<file path="src/rtl/plru_state_update.sv">
// plru_state_update
//   Per-set tree pseudo-LRU state store feeding eviction_lru.
//   Each set keeps an (ASSOCIATIVITY-1)-bit binary tree. Node n has children
//   2n+1 (lower ways) and 2n+2 (higher ways). A node bit of 1 points the
//   victim search to the left subtree, and 0 points it to the right. A touch
//   (hit or fill) therefore writes each node on the path to the touched way
//   with the direction bit of that way, which steers the victim away from it.
//
// Ports
//   clk        rising-edge clock for all state
//   rst_n      synchronous reset, active low
//   acc_valid  touch request this cycle
//   acc_set    set being touched
//   acc_way    way hit or filled
//   evict_req  victim lookup request
//   evict_set  set needing a victim
//   lru_valid  lru_bits carries a fresh lookup result this cycle
//   lru_bits   registered tree bits of the requested set (to eviction_lru)
//   flush_req  start clearing every set
//   busy       flush in progress; touches and lookups are ignored
module plru_state_update #(
  parameter int ASSOCIATIVITY = 8,
  parameter int NUM_SETS      = 16
) (
  input  logic                               clk,
  input  logic                               rst_n,
  input  logic                               acc_valid,
  input  logic [$clog2(NUM_SETS)-1:0]        acc_set,
  input  logic [$clog2(ASSOCIATIVITY)-1:0]   acc_way,
  input  logic                               evict_req,
  input  logic [$clog2(NUM_SETS)-1:0]        evict_set,
  output logic                               lru_valid,
  output logic [ASSOCIATIVITY-2:0]           lru_bits,
  input  logic                               flush_req,
  output logic                               busy
);

  localparam int L = $clog2(ASSOCIATIVITY);
  localparam int S = $clog2(NUM_SETS);
  localparam int W = ASSOCIATIVITY - 1;

  typedef enum logic {
    IDLE,
    FLUSH
  } fsm_t;

  fsm_t           fsm;
  logic [S-1:0]   flush_cnt;
  logic [W-1:0]   tree_q [NUM_SETS];
  logic [W-1:0]   acc_tree_next;

  // Rewrites the L nodes on the path from the root to 'way'. At level k the
  // path node is the (way >> (L-k))-th node of that level, and it receives
  // the way bit that chooses between its two children.
  function automatic logic [W-1:0] touch_tree(input logic [W-1:0] tree,
                                               input logic [L-1:0] way);
    logic [W-1:0] t;
    logic [L-1:0] upper;
    logic [L-1:0] dir_bits;
    int           node;
    t = tree;
    for (int k = 0; k < L; k++) begin
      upper    = way >> (L - k);
      dir_bits = way >> (L - 1 - k);
      node     = (1 << k) - 1 + int'(upper);
      t        = t & ~(W'(1) << node);
      if (dir_bits[0]) begin
        t = t | (W'(1) << node);
      end
    end
    return t;
  endfunction

  // Updated tree of the touched set; it is both the value written back and
  // the bypass value when the lookup hits the same set in the same cycle.
  always_comb begin
    acc_tree_next = touch_tree(tree_q[acc_set], acc_way);
  end

  // Controller and state store. In IDLE, touches and lookups are serviced
  // every cycle, and a flush request wins over anything presented alongside
  // it. In FLUSH, one set is cleared per cycle, starting at set 0; the cycle
  // that clears the last set also returns to IDLE, so busy lasts NUM_SETS
  // cycles. lru_bits only changes on an accepted lookup or on reset.
  always_ff @(posedge clk) begin
    if (!rst_n) begin
      for (int s = 0; s < NUM_SETS; s++) begin
        tree_q[s] <= '0;
      end
      fsm       <= IDLE;
      flush_cnt <= '0;
      busy      <= 1'b0;
      lru_valid <= 1'b0;
      lru_bits  <= '0;
    end else begin
      case (fsm)
        IDLE: begin
          if (flush_req) begin
            fsm       <= FLUSH;
            busy      <= 1'b1;
            flush_cnt <= '0;
            lru_valid <= 1'b0;
          end else begin
            if (acc_valid) begin
              tree_q[acc_set] <= acc_tree_next;
            end
            lru_valid <= evict_req;
            if (evict_req) begin
              // Write-first: a same-set touch is visible to this lookup.
              if (acc_valid && (acc_set == evict_set)) begin
                lru_bits <= acc_tree_next;
              end else begin
                lru_bits <= tree_q[evict_set];
              end
            end
          end
        end
        FLUSH: begin
          tree_q[flush_cnt] <= '0;
          lru_valid         <= 1'b0;
          if (flush_cnt == S'(NUM_SETS - 1)) begin
            fsm       <= IDLE;
            busy      <= 1'b0;
            flush_cnt <= '0;
          end else begin
            flush_cnt <= flush_cnt + S'(1);
          end
        end
        default: begin
          fsm <= IDLE;
        end
      endcase
    end
  end

endmodule

</file>
<file path="config.mk">
export PLATFORM = sky130hd
export DESIGN_NAME = plru_state_update
export DESIGN_NICKNAME = d
export VERILOG_FILES = /design/src/rtl/plru_state_update.sv
export SDC_FILE = /design/constraint.sdc
export NUM_CORES = 1
export LEC_CHECK = 0
export CORE_MARGIN = 1
export CORE_UTILIZATION = 54
export CTS_CLUSTER_SIZE = 12
export DETAILED_ROUTE_END_ITERATION = 16
export MAX_ROUTING_LAYER = met4
export PLACE_DENSITY = 0.71
export SLEW_MARGIN = 10
export SYNTH_ARGS = -nofsm -noshare
export SYNTH_HDL_FRONTEND = slang
export SYNTH_SLANG_ARGS = --single-unit
</file>
<file path="constraint.sdc">
create_clock -name clk -period 1.9 [get_ports clk]
set_clock_uncertainty 0.15 [all_clocks]
set_input_delay 0.19 -clock clk [delete_from_list [all_inputs] [get_ports clk]]
set_output_delay 0.19 -clock clk [all_outputs]
set_load 0.01 [all_outputs]
</file>
* Yosys cells after proc, flatten, opt, wreduce, memory -nomap -nowiden
Memories as Yosys holds them, arrays and structs flattened. A register that Yosys moved wholly into a read port is not among the register bits. Cells that the tools add are included.
Operators by class: divide/modulo/power cells 0, equality and inequality tests 3, reductions and logical operators 5, add/sub/neg operators 3, bitwise logic cells 8, $lt $le $gt $ge 0, shift operators 2, multipliers 0, mux-type cells 29
Operators by type and width (count):
- 2-to-1 mux 7 bit | 4
- 2-to-1 mux 1 bit | 17
- 2-to-1 mux 4 bit | 4
- AND 7 bit | 2
- NOT 7 bit | 2
- bitwise OR 7 bit | 2
- OR reduction 7 bit | 2
- case mux 4 bit (2 select lines) | 1
- left shift 1 x 2 -> 7 bit (first input constant) | 1
- left shift 1 x 3 -> 7 bit (first input constant) | 1
- case mux 1 bit (2 select lines) | 3
- adder 4 x 1 -> 4 bit (second input constant) | 1
- equality test 4 bit (second input constant) | 1
- adder 2 x 2 -> 3 bit (first input constant) | 1
- AND reduction 3 bit | 1
- adder 1 x 1 -> 2 bit (first input constant) | 1
- inequality test 2 x 1 -> 1 bit (second input constant) | 1
- inequality test 2 bit (second input constant) | 1
- NOT 1 bit | 2
- AND reduction 2 bit | 1
- zero test 1 bit | 1
Storage, ports and cells: flip-flop bits (word level) 7, input bits 16, memory bits (read-only) 0, memory bits (writable) 112, word-level logic and storage cells 55, bits in latches 0, output and inout bits 9, memories 1
Memories:
- tree_q | depth 16, width 7, rd ports 2, clocked after Yosys merged registers in 1, write ports 16, RTL line 49 | logic [W-1:0] tree_q [NUM_SETS];

* Depth between registers and ports, before layout
Gate-level depths: netlist (run 1).
depth after elaboration 11, gate-level depth with buffers 9, depth with buffers taken out 6

* Worst setup path after synthesis (run 1)
Ideal clock, no wire load.
kind reg-to-reg, start register fsm, end memory tree_q[2][0] (netlist bit), enable pin, library setup time 0.324 ns, setup slack -0.230 ns, data required time 1.426 ns, buffers on the path 3, stages on the path, launching flop included 9, clock period less this slack 2.130 ns, arrival 1.657 ns, cell sequence dfxtp_1 buf_2 buf_6 buf_2 nor4b_2 o21ai_1 nor2_1 nand2_1 nand2_1
RTL lines:
- from (decl) | RTL line 47 | fsm_t fsm;
- from (signal assigned) | RTL line 90 | fsm <= IDLE;
- from (signal assigned) | RTL line 99 | fsm <= FLUSH;
- from (signal assigned) | RTL line 122 | fsm <= IDLE;
- to (decl) | RTL line 49

* Worst setup path after layout (run 1)
start register fsm, end register lru_bits[5], read port of tree_q
On the way: cells in the longest elaborated chain, start to end 2
RTL lines:
- NOT 1 bit (no line)
- AND reduction 3 bit (no line)
- to (decl) | RTL line 33 | output logic [ASSOCIATIVITY-2:0] lru_bits,
Every way passes these cells. A chain may end at the register's enable or synchronous reset.

==> flow_results.xml, run 1 <==
<?xml version="1.0" encoding="UTF-8"?>
<metrics>
  <group name="outcome">
    <metric name="outcome" unit="">finished, violations left</metric>
    <metric name="violations" unit="">negative setup slack</metric>
  </group>
  <group name="sta">
    <metric name="fin_tns_setup" unit="ps">-226</metric>
    <metric name="drv_slew" unit="">0</metric>
    <metric name="layout_worst_path_cycle_share" unit="%">103</metric>
    <metric name="unrepaired_setup_endpoints_after_global_routing" unit="">true</metric>
    <metric name="final-hold-violation-count" unit="">0</metric>
    <metric name="fin_worst_hold_slack" unit="ps">147</metric>
    <metric name="timing.final.crit_period" unit="ps">1950</metric>
    <metric name="clock.fmax" unit="MHz">512</metric>
    <metric name="worst_slack" unit="ps">-53.0</metric>
    <metric name="slew-limit-headroom" unit="%">69.6</metric>
    <metric name="finalSetupViolCount" unit="">7</metric>
    <metric name="worst_slew_pin_slew" unit="ps">455</metric>
  </group>
  <group name="floorplan">
    <metric name="fp.coreArea" unit="µm²">12100</metric>
    <metric name="effective_utilization_at_floorplan" unit="%">55.6</metric>
    <metric name="die_area" unit="µm²">12900</metric>
    <metric name="die_x_extent" unit="µm">113</metric>
    <metric name="die_height" unit="µm">113</metric>
    <metric name="fp-row-count" unit="">40</metric>
    <metric name="design.portCount" unit="">25</metric>
  </group>
  <group name="worst_setup_path">
    <metric name="cp_data_arrival_time" unit="ps">2150</metric>
    <metric name="r2r-end" unit="">lru_bits[5]</metric>
    <metric name="startpoint_type" unit="">flop</metric>
    <metric name="critical_path_peak_fanout" unit="">10</metric>
    <metric name="regToRegSetupSlack" unit="ps">-50</metric>
    <metric name="worst_setup_sp" unit="">fsm</metric>
    <metric name="reg2reg_from" unit="">fsm</metric>
    <metric name="critPathKind" unit="">flop to flop</metric>
    <metric name="timing.critical_path.to_type" unit="">flop</metric>
    <metric name="worstRegToRegCells" unit="">5</metric>
    <metric name="cp_data_required_time" unit="ps">2090</metric>
  </group>
  <group name="detailed_routing">
    <metric name="route.detailed.drc" unit="">0</metric>
    <metric name="dr.first_iter.drc_count" unit="">656</metric>
    <metric name="via_per_inst" unit="">6.36</metric>
    <metric name="antenna_violating_nets_post_route" unit="">0</metric>
    <metric name="vias" unit="">5365</metric>
    <metric name="first_pass_iters" unit="">5</metric>
    <metric name="wire_per_inst" unit="µm">24.3</metric>
    <metric name="wl_final" unit="µm">20500</metric>
  </group>
  <group name="pwr">
    <metric name="design_power_total" unit="mW">7.69</metric>
    <metric name="p_leak" unit="nW">3.33</metric>
    <metric name="powerDensity" unit="nW/µm²">875</metric>
    <metric name="ir_drop" unit="mV">0.727</metric>
  </group>
  <group name="flow_run">
    <metric name="max-cap-violations" unit="">0</metric>
  </group>
  <group name="cells_and_area">
    <metric name="area.growth.synth_to_final" unit="%">31.1</metric>
    <metric name="layout_cell_share_with_drive_strength_beyond_1" unit="%">35.9</metric>
    <metric name="layout.nets" unit="">679</metric>
    <metric name="antenna_diode_instance_count" unit="">0</metric>
    <metric name="mostFrequentLayoutCells" unit="">nor2_1, edfxtp_1, buf_4, mux2i_1, mux4_2</metric>
    <metric name="fin_cells" unit="">843</metric>
    <metric name="layout.cells.most_common" unit="">nor2_1</metric>
  </group>
  <group name="logic_synthesis">
    <metric name="synth_fp_nets" unit="">579</metric>
    <metric name="yosysSeqAreaShare" unit="%">54.3</metric>
    <metric name="syn_inst" unit="">562</metric>
    <metric name="yosys.cell_types.count" unit="">53</metric>
    <metric name="synth_area" unit="µm²">6710</metric>
    <metric name="yosysWarnings" unit="">0</metric>
    <metric name="synth_enable_flop_cells" unit="">112</metric>
    <metric name="synth_seq_cells" unit="">126</metric>
    <metric name="ys.flop_type" unit="">edfxtp_1</metric>
    <metric name="proportion_of_synthesized_flip_flops_having_asynchronous_set_or_reset" unit="%">0</metric>
    <metric name="synth.avg_cell_area" unit="µm²">11.9</metric>
  </group>
  <group name="global_routing">
    <metric name="antenna_found_initial" unit="">0</metric>
    <metric name="globalRouteTotalUtil" unit="%">34.4</metric>
    <metric name="grt_first_pass_wirelength" unit="µm">30700</metric>
    <metric name="grt_pass1_vias" unit="">5240</metric>
    <metric name="pin_count_of_the_biggest_net_entering_global_routing" unit="">27</metric>
    <metric name="overflow" unit="">0</metric>
  </group>
  <group name="clock_network">
    <metric name="cts_htree_levels" unit="">4</metric>
    <metric name="worst_skew_pair_later_pin_latency" unit="ps">430</metric>
    <metric name="largest_buffer_count_on_any_clock_path" unit="">2</metric>
    <metric name="cts_tree" unit="">done</metric>
    <metric name="cts_buffers" unit="">17</metric>
    <metric name="clk_pin_slew" unit="ps">60</metric>
    <metric name="cts_hold_repair.buffers" unit="">0</metric>
    <metric name="clock_sinks" unit="">126</metric>
    <metric name="cts_root_buffer" unit="">clkbuf_16</metric>
  </group>
  <group name="worst_hold_path">
    <metric name="timing.hold.worst.class" unit="">input port to flop</metric>
    <metric name="min_delay_worst_endpoint" unit="">fsm</metric>
    <metric name="worstHoldPathCells" unit="">3</metric>
    <metric name="min_from" unit="">rst_n</metric>
  </group>
  <group name="place">
    <metric name="placedCellCount" unit="">810</metric>
    <metric name="placement.io_buffers" unit="">24</metric>
    <metric name="detailedPlacementHpwl" unit="µm">14800</metric>
    <metric name="globalplace.congestion" unit="">0.981</metric>
  </group>
</metrics>
## how the worst max path moves through the flow
stage              endpoint  slack, ps
6_report        lru_bits[5]        -50
5_1_grt         lru_bits[2]       -100
4_1_cts        tree_q[9][1]       -0.7
3_5_place_dp   tree_q[4][3]       -540
3_3_place_gp   tree_q[4][3]       -530
2_1_floorplan  tree_q[2][0]        -80
## cell type report
class	count	area [µm²]
clock inverters	14	174
multi-input cells	388	3160
clock buffers	18	429
inverters	5	18.8
flip-flops and latches	126	3650
repair buffers	124	1150
fillers	835	3270
well taps	168	210
## what timing repair did
| item | CTS | global route |
|---|---|---|
| endpoints found under the setup margin | 199 | 213 |
| hold endpoints to repair | 0 | 0 |
| cloned | 0 | 0 |
| pin swaps | 3 | 8 |
| resized for setup | 16 | 58 |
| buffers inserted | 0 | 1 |
## cells in the mapped netlist, drive strengths merged (2+ instances only)
library cell / instances / area, µm²
and2: 3 / 18.8
nor2b: 7 / 43.8
a211oi: 10 / 75.1
o21ai: 4 / 20.0
a221oi: 2 / 17.5
mux4: 29 / 653
mux2i: 50 / 500
nand4: 2 / 12.5
o221ai: 7 / 67.6
buf: 39 / 239
a31o: 2 / 17.5
dfxtp: 14 / 280
and3: 7 / 43.8
a22oi: 12 / 90.1
nand2b: 2 / 12.5
nor3b: 3 / 22.5
a21oi: 7 / 38.8
a311oi: 2 / 17.5
nand3: 16 / 80.1
a21bo: 2 / 20.0
xnor2: 3 / 26.3
nand3b: 2 / 15.0
inv: 4 / 15.0
xor2: 2 / 17.5
nor2: 131 / 492
a22o: 13 / 114
nand2: 55 / 209
clkbuf: 4 / 15.0
edfxtp: 112 / 3360
## per-stage QoR
stage	instance area, µm²	worst slack, ps	utilization, %
after CTS	8550	-0.665	70.9
final	8790	-53.0	72.9
after detailed placement	7900	-539	65.5
after global placement	7900	-531	65.5
after global routing	8790	-104	72.9
after floorplan	6860	-84.5	-
## report_power, final
| group | switching, mW | total (mW) | internal [mW] |
|---|---|---|---|
| Sequential | 0.0697 | 3.20 | 3.13 |
| Combinational | 0.625 | 1.14 | 0.510 |
| Clock | 1.19 | 3.36 | 2.17 |
## critical path, stage by stage (launching register included)
cell	delay, ps
dfxtp_4	370
buf_8	140
a221o_1	350
a2111oi_4	400
nand2_2	230
o221ai_1	230
## layer usage
layer | global-route usage [%] | wire length [µm] | share of wire (%) | vias up
met3 | 6.91 | 1760 | 8.6 | 60
met2 | 52.4 | 9900 | 48 | 320
met4 | 16.9 | 799 | 3.9 | 0
li1 | - | - | - | 2290
met1 | 44.4 | 8030 | 39 | 2695
met5 | - | 0 | 0 | -
## kinds of logic after synthesis
group	after synthesis	synth area share, %
adder cells (fa/ha/maj)	1	0.186
flip-flops	126	54.3
multiplexers	80	17.4
AND/OR/NAND/NOR	233	14.9
buffers and inverters	48	4.07
XOR/XNOR	5	0.653
AO/OA/AOI/OAI	69	8.56
## flip-flops by register name, summed over array words and instances (netlist names)
register and flops:
tree_q 112, fsm 1, lru_bits 7, lru_valid 1, busy 1, flush_cnt 4
No activity file was read; power rests on OpenSTA's default activity.
==> inputs of run 2 (changes only) <==
Settings changed: CORE_MARGIN 1 to 2, TNS_END_PERCENT set to 100.
==> flow_results.xml, run 2 (synthesis results as in run 1) <==
<?xml version="1.0" encoding="UTF-8"?>
<metrics>
  <group name="cells_and_area">
    <metric name="layout_top_registers" unit="">tree_q (112), lru_bits (7), flush_cnt (4)</metric>
    <metric name="mostFrequentLayoutCells" unit="">nor2_1, edfxtp_1, buf_4, mux2i_1, mux4_2</metric>
    <metric name="area.growth.synth_to_final" unit="%">29.3</metric>
    <metric name="layout.cells.most_common" unit="">nor2_1</metric>
    <metric name="layout.nets" unit="">676</metric>
    <metric name="layout.core_utilization" unit="%">71.9</metric>
    <metric name="antenna_diode_instance_count" unit="">0</metric>
    <metric name="layout_cell_share_with_drive_strength_beyond_1" unit="%">36.2</metric>
    <metric name="max_flop_register" unit="">tree_q</metric>
    <metric name="largest_register_ffs" unit="">112</metric>
  </group>
  <group name="sta">
    <metric name="drv_slew" unit="">0</metric>
    <metric name="layout_worst_path_cycle_share" unit="%">99.2</metric>
    <metric name="fin_tns_setup" unit="ps">0</metric>
    <metric name="worst_slew_pin_slew" unit="ps">416</metric>
    <metric name="worst_slack" unit="ps">14.5</metric>
    <metric name="finalSetupViolCount" unit="">0</metric>
    <metric name="final-hold-violation-count" unit="">0</metric>
    <metric name="unrepaired_setup_endpoints_after_global_routing" unit="">true</metric>
    <metric name="slew-limit-headroom" unit="%">72.2</metric>
    <metric name="clock.fmax" unit="MHz">530</metric>
    <metric name="timing.final.crit_period" unit="ps">1890</metric>
  </group>
  <group name="pwr">
    <metric name="ir_drop" unit="mV">1.06</metric>
    <metric name="power.switching" unit="mW">1.92</metric>
    <metric name="power_switching_share" unit="%">25.3</metric>
    <metric name="combinational_power_share" unit="%">14.7</metric>
    <metric name="sequential_power_share" unit="%">42.1</metric>
    <metric name="p_int" unit="mW">5.67</metric>
    <metric name="p_leak" unit="nW">3.27</metric>
    <metric name="pwr-share-clk" unit="%">43.2</metric>
    <metric name="powerDensity" unit="nW/µm²">874</metric>
  </group>
  <group name="worst_setup_path">
    <metric name="cp_data_required_time" unit="ps">2080</metric>
    <metric name="startpoint_type" unit="">flop</metric>
    <metric name="critical-path-top-cell-by-count" unit="">buf_6</metric>
    <metric name="crit_path_max_incr_delay" unit="ps">370</metric>
    <metric name="critical_path.cell_chain" unit="">buf_6 &gt; a21bo_4 &gt; a211oi_2 &gt; nand3_1 &gt; and3_1 &gt; buf_6 &gt; o221ai_1</metric>
    <metric name="timing.critical_path.to_type" unit="">flop</metric>
    <metric name="cp_data_arrival_time" unit="ps">2060</metric>
    <metric name="critical_path_peak_fanout" unit="">10</metric>
    <metric name="timing.critical_path.buf_inv" unit="">2</metric>
    <metric name="path_delay_family" unit="">compound AO/OA/AOI/OAI gates</metric>
    <metric name="timing.critical_path.slowest_stage_cell" unit="">dfxtp_4</metric>
    <metric name="critPathKind" unit="">flop to flop</metric>
  </group>
  <group name="detailed_routing">
    <metric name="dr.first_iter.drc_count" unit="">682</metric>
    <metric name="route.detailed.drc" unit="">0</metric>
    <metric name="wl_final" unit="µm">20300</metric>
    <metric name="antenna_violating_nets_post_route" unit="">0</metric>
    <metric name="via_per_inst" unit="">6.30</metric>
    <metric name="vias" unit="">5288</metric>
    <metric name="wire_per_inst" unit="µm">24.2</metric>
    <metric name="first_pass_iters" unit="">5</metric>
  </group>
  <group name="clock_network">
    <metric name="cts_hold_repair.buffers" unit="">0</metric>
    <metric name="clock_sinks" unit="">126</metric>
    <metric name="cts_root_buffer" unit="">clkbuf_16</metric>
    <metric name="largest_buffer_count_on_any_clock_path" unit="">2</metric>
    <metric name="worst_skew_pair_later_pin_latency" unit="ps">420</metric>
    <metric name="cts_buffers" unit="">17</metric>
    <metric name="cts_htree_levels" unit="">4</metric>
    <metric name="cts_tree" unit="">done</metric>
    <metric name="clk_pin_slew" unit="ps">50</metric>
    <metric name="cts_post_setup_buffers_inserted" unit="">0</metric>
  </group>
  <group name="place">
    <metric name="place_worst_setup_slack" unit="ps">-547</metric>
    <metric name="detailedPlacementHpwl" unit="µm">14600</metric>
    <metric name="placement.io_buffers" unit="">24</metric>
    <metric name="globalplace.congestion" unit="">0.965</metric>
  </group>
  <group name="floorplan">
    <metric name="design.portCount" unit="">25</metric>
    <metric name="fp-row-count" unit="">40</metric>
    <metric name="die_height" unit="µm">115</metric>
    <metric name="fp.coreArea" unit="µm²">12100</metric>
    <metric name="die_x_extent" unit="µm">115</metric>
    <metric name="die_area" unit="µm²">13300</metric>
    <metric name="effective_utilization_at_floorplan" unit="%">55.6</metric>
  </group>
  <group name="outcome">
    <metric name="outcome" unit="">finished, final reports clean</metric>
  </group>
  <group name="global_routing">
    <metric name="grt_pass1_vias" unit="">5257</metric>
    <metric name="antenna_found_initial" unit="">0</metric>
    <metric name="grt_first_pass_wirelength" unit="µm">30600</metric>
    <metric name="pin_count_of_the_biggest_net_entering_global_routing" unit="">23</metric>
    <metric name="overflow" unit="">0</metric>
    <metric name="globalRouteTotalUtil" unit="%">33.1</metric>
  </group>
  <group name="flow_run">
    <metric name="max-cap-violations" unit="">0</metric>
  </group>
  <group name="worst_hold_path">
    <metric name="timing.hold.worst.class" unit="">input port to flop</metric>
  </group>
</metrics>
[run 2: changes by cell type in the layout (fill, tap and decap cells not counted), sizes merged]
| cell | before | now |
|---|---|---|
| buf | 103 | 100 |
| dlygate4sd2 | 2 | 1 |
| bufinv | 4 | 3 |
| inv | 4 | 6 |
| clkinvlp | 2 | 1 |
| clkinv | 9 | 10 |
| clkbuf | 18 | 17 |
| dlymetal6s2s | 0 | 1 |
[run 2: cell type report]
type	instances	area [µm²]
Clock buffer	17	425
Timing Repair Buffer	121	1060
Sequential cell	126	3650
Tap cell	168	210
Clock inverter	15	169
Inverter	5	18.8
Fill cell	834	3390
Multi-Input combinational cell	388	3140
[run 2: routing by layer]
metal	share of wire, %	track usage (%)
met5	0	-
met4	3.8	14.9
met3	7.8	6.96
met2	48	50.5
met1	40	42.9
[run 2: repair_timing]
action / in CTS / in global routing
pin swaps: 2 / 11
endpoints found under the setup margin: 144 / 193
resized for setup: 15 / 54
[run 2: stage by stage]
step	total power [mW]	instance area, µm²	hold slack, ps	std cells
2_1_floorplan	3.83	6860	251	562
3_3_place_gp	4.24	7820	301	808
3_5_place_dp	4.26	7820	307	808
4_1_cts	7.53	8460	129	840
5_1_grt	7.78	8670	171	840
6_report	7.58	8670	164	840
[run 2: final timing paths]
path,endpoint,cells past startpoint,startpoint,slack (ps)
setup / recovery,lru_bits[5],7,fsm,10
hold / removal,fsm,3,rst_n,160
setup reg to reg,lru_bits[5],7,fsm,10
hold reg to reg,lru_bits[6],2,lru_bits[6],330
[run 2: power groups by stage]
stage	Sequential (mW)	Combinational, mW	Clock, mW
after floorplan	3.22	0.605	0
after global placement	3.24	1.00	0
after detailed placement	3.25	1.01	0
after CTS	3.19	1.04	3.30
after global routing	3.20	1.17	3.41
final	3.20	1.11	3.28
[run 2: worst min-delay path: stages]
cell,delay (ps)
buf_2,180
buf_4,190
and3_1,130
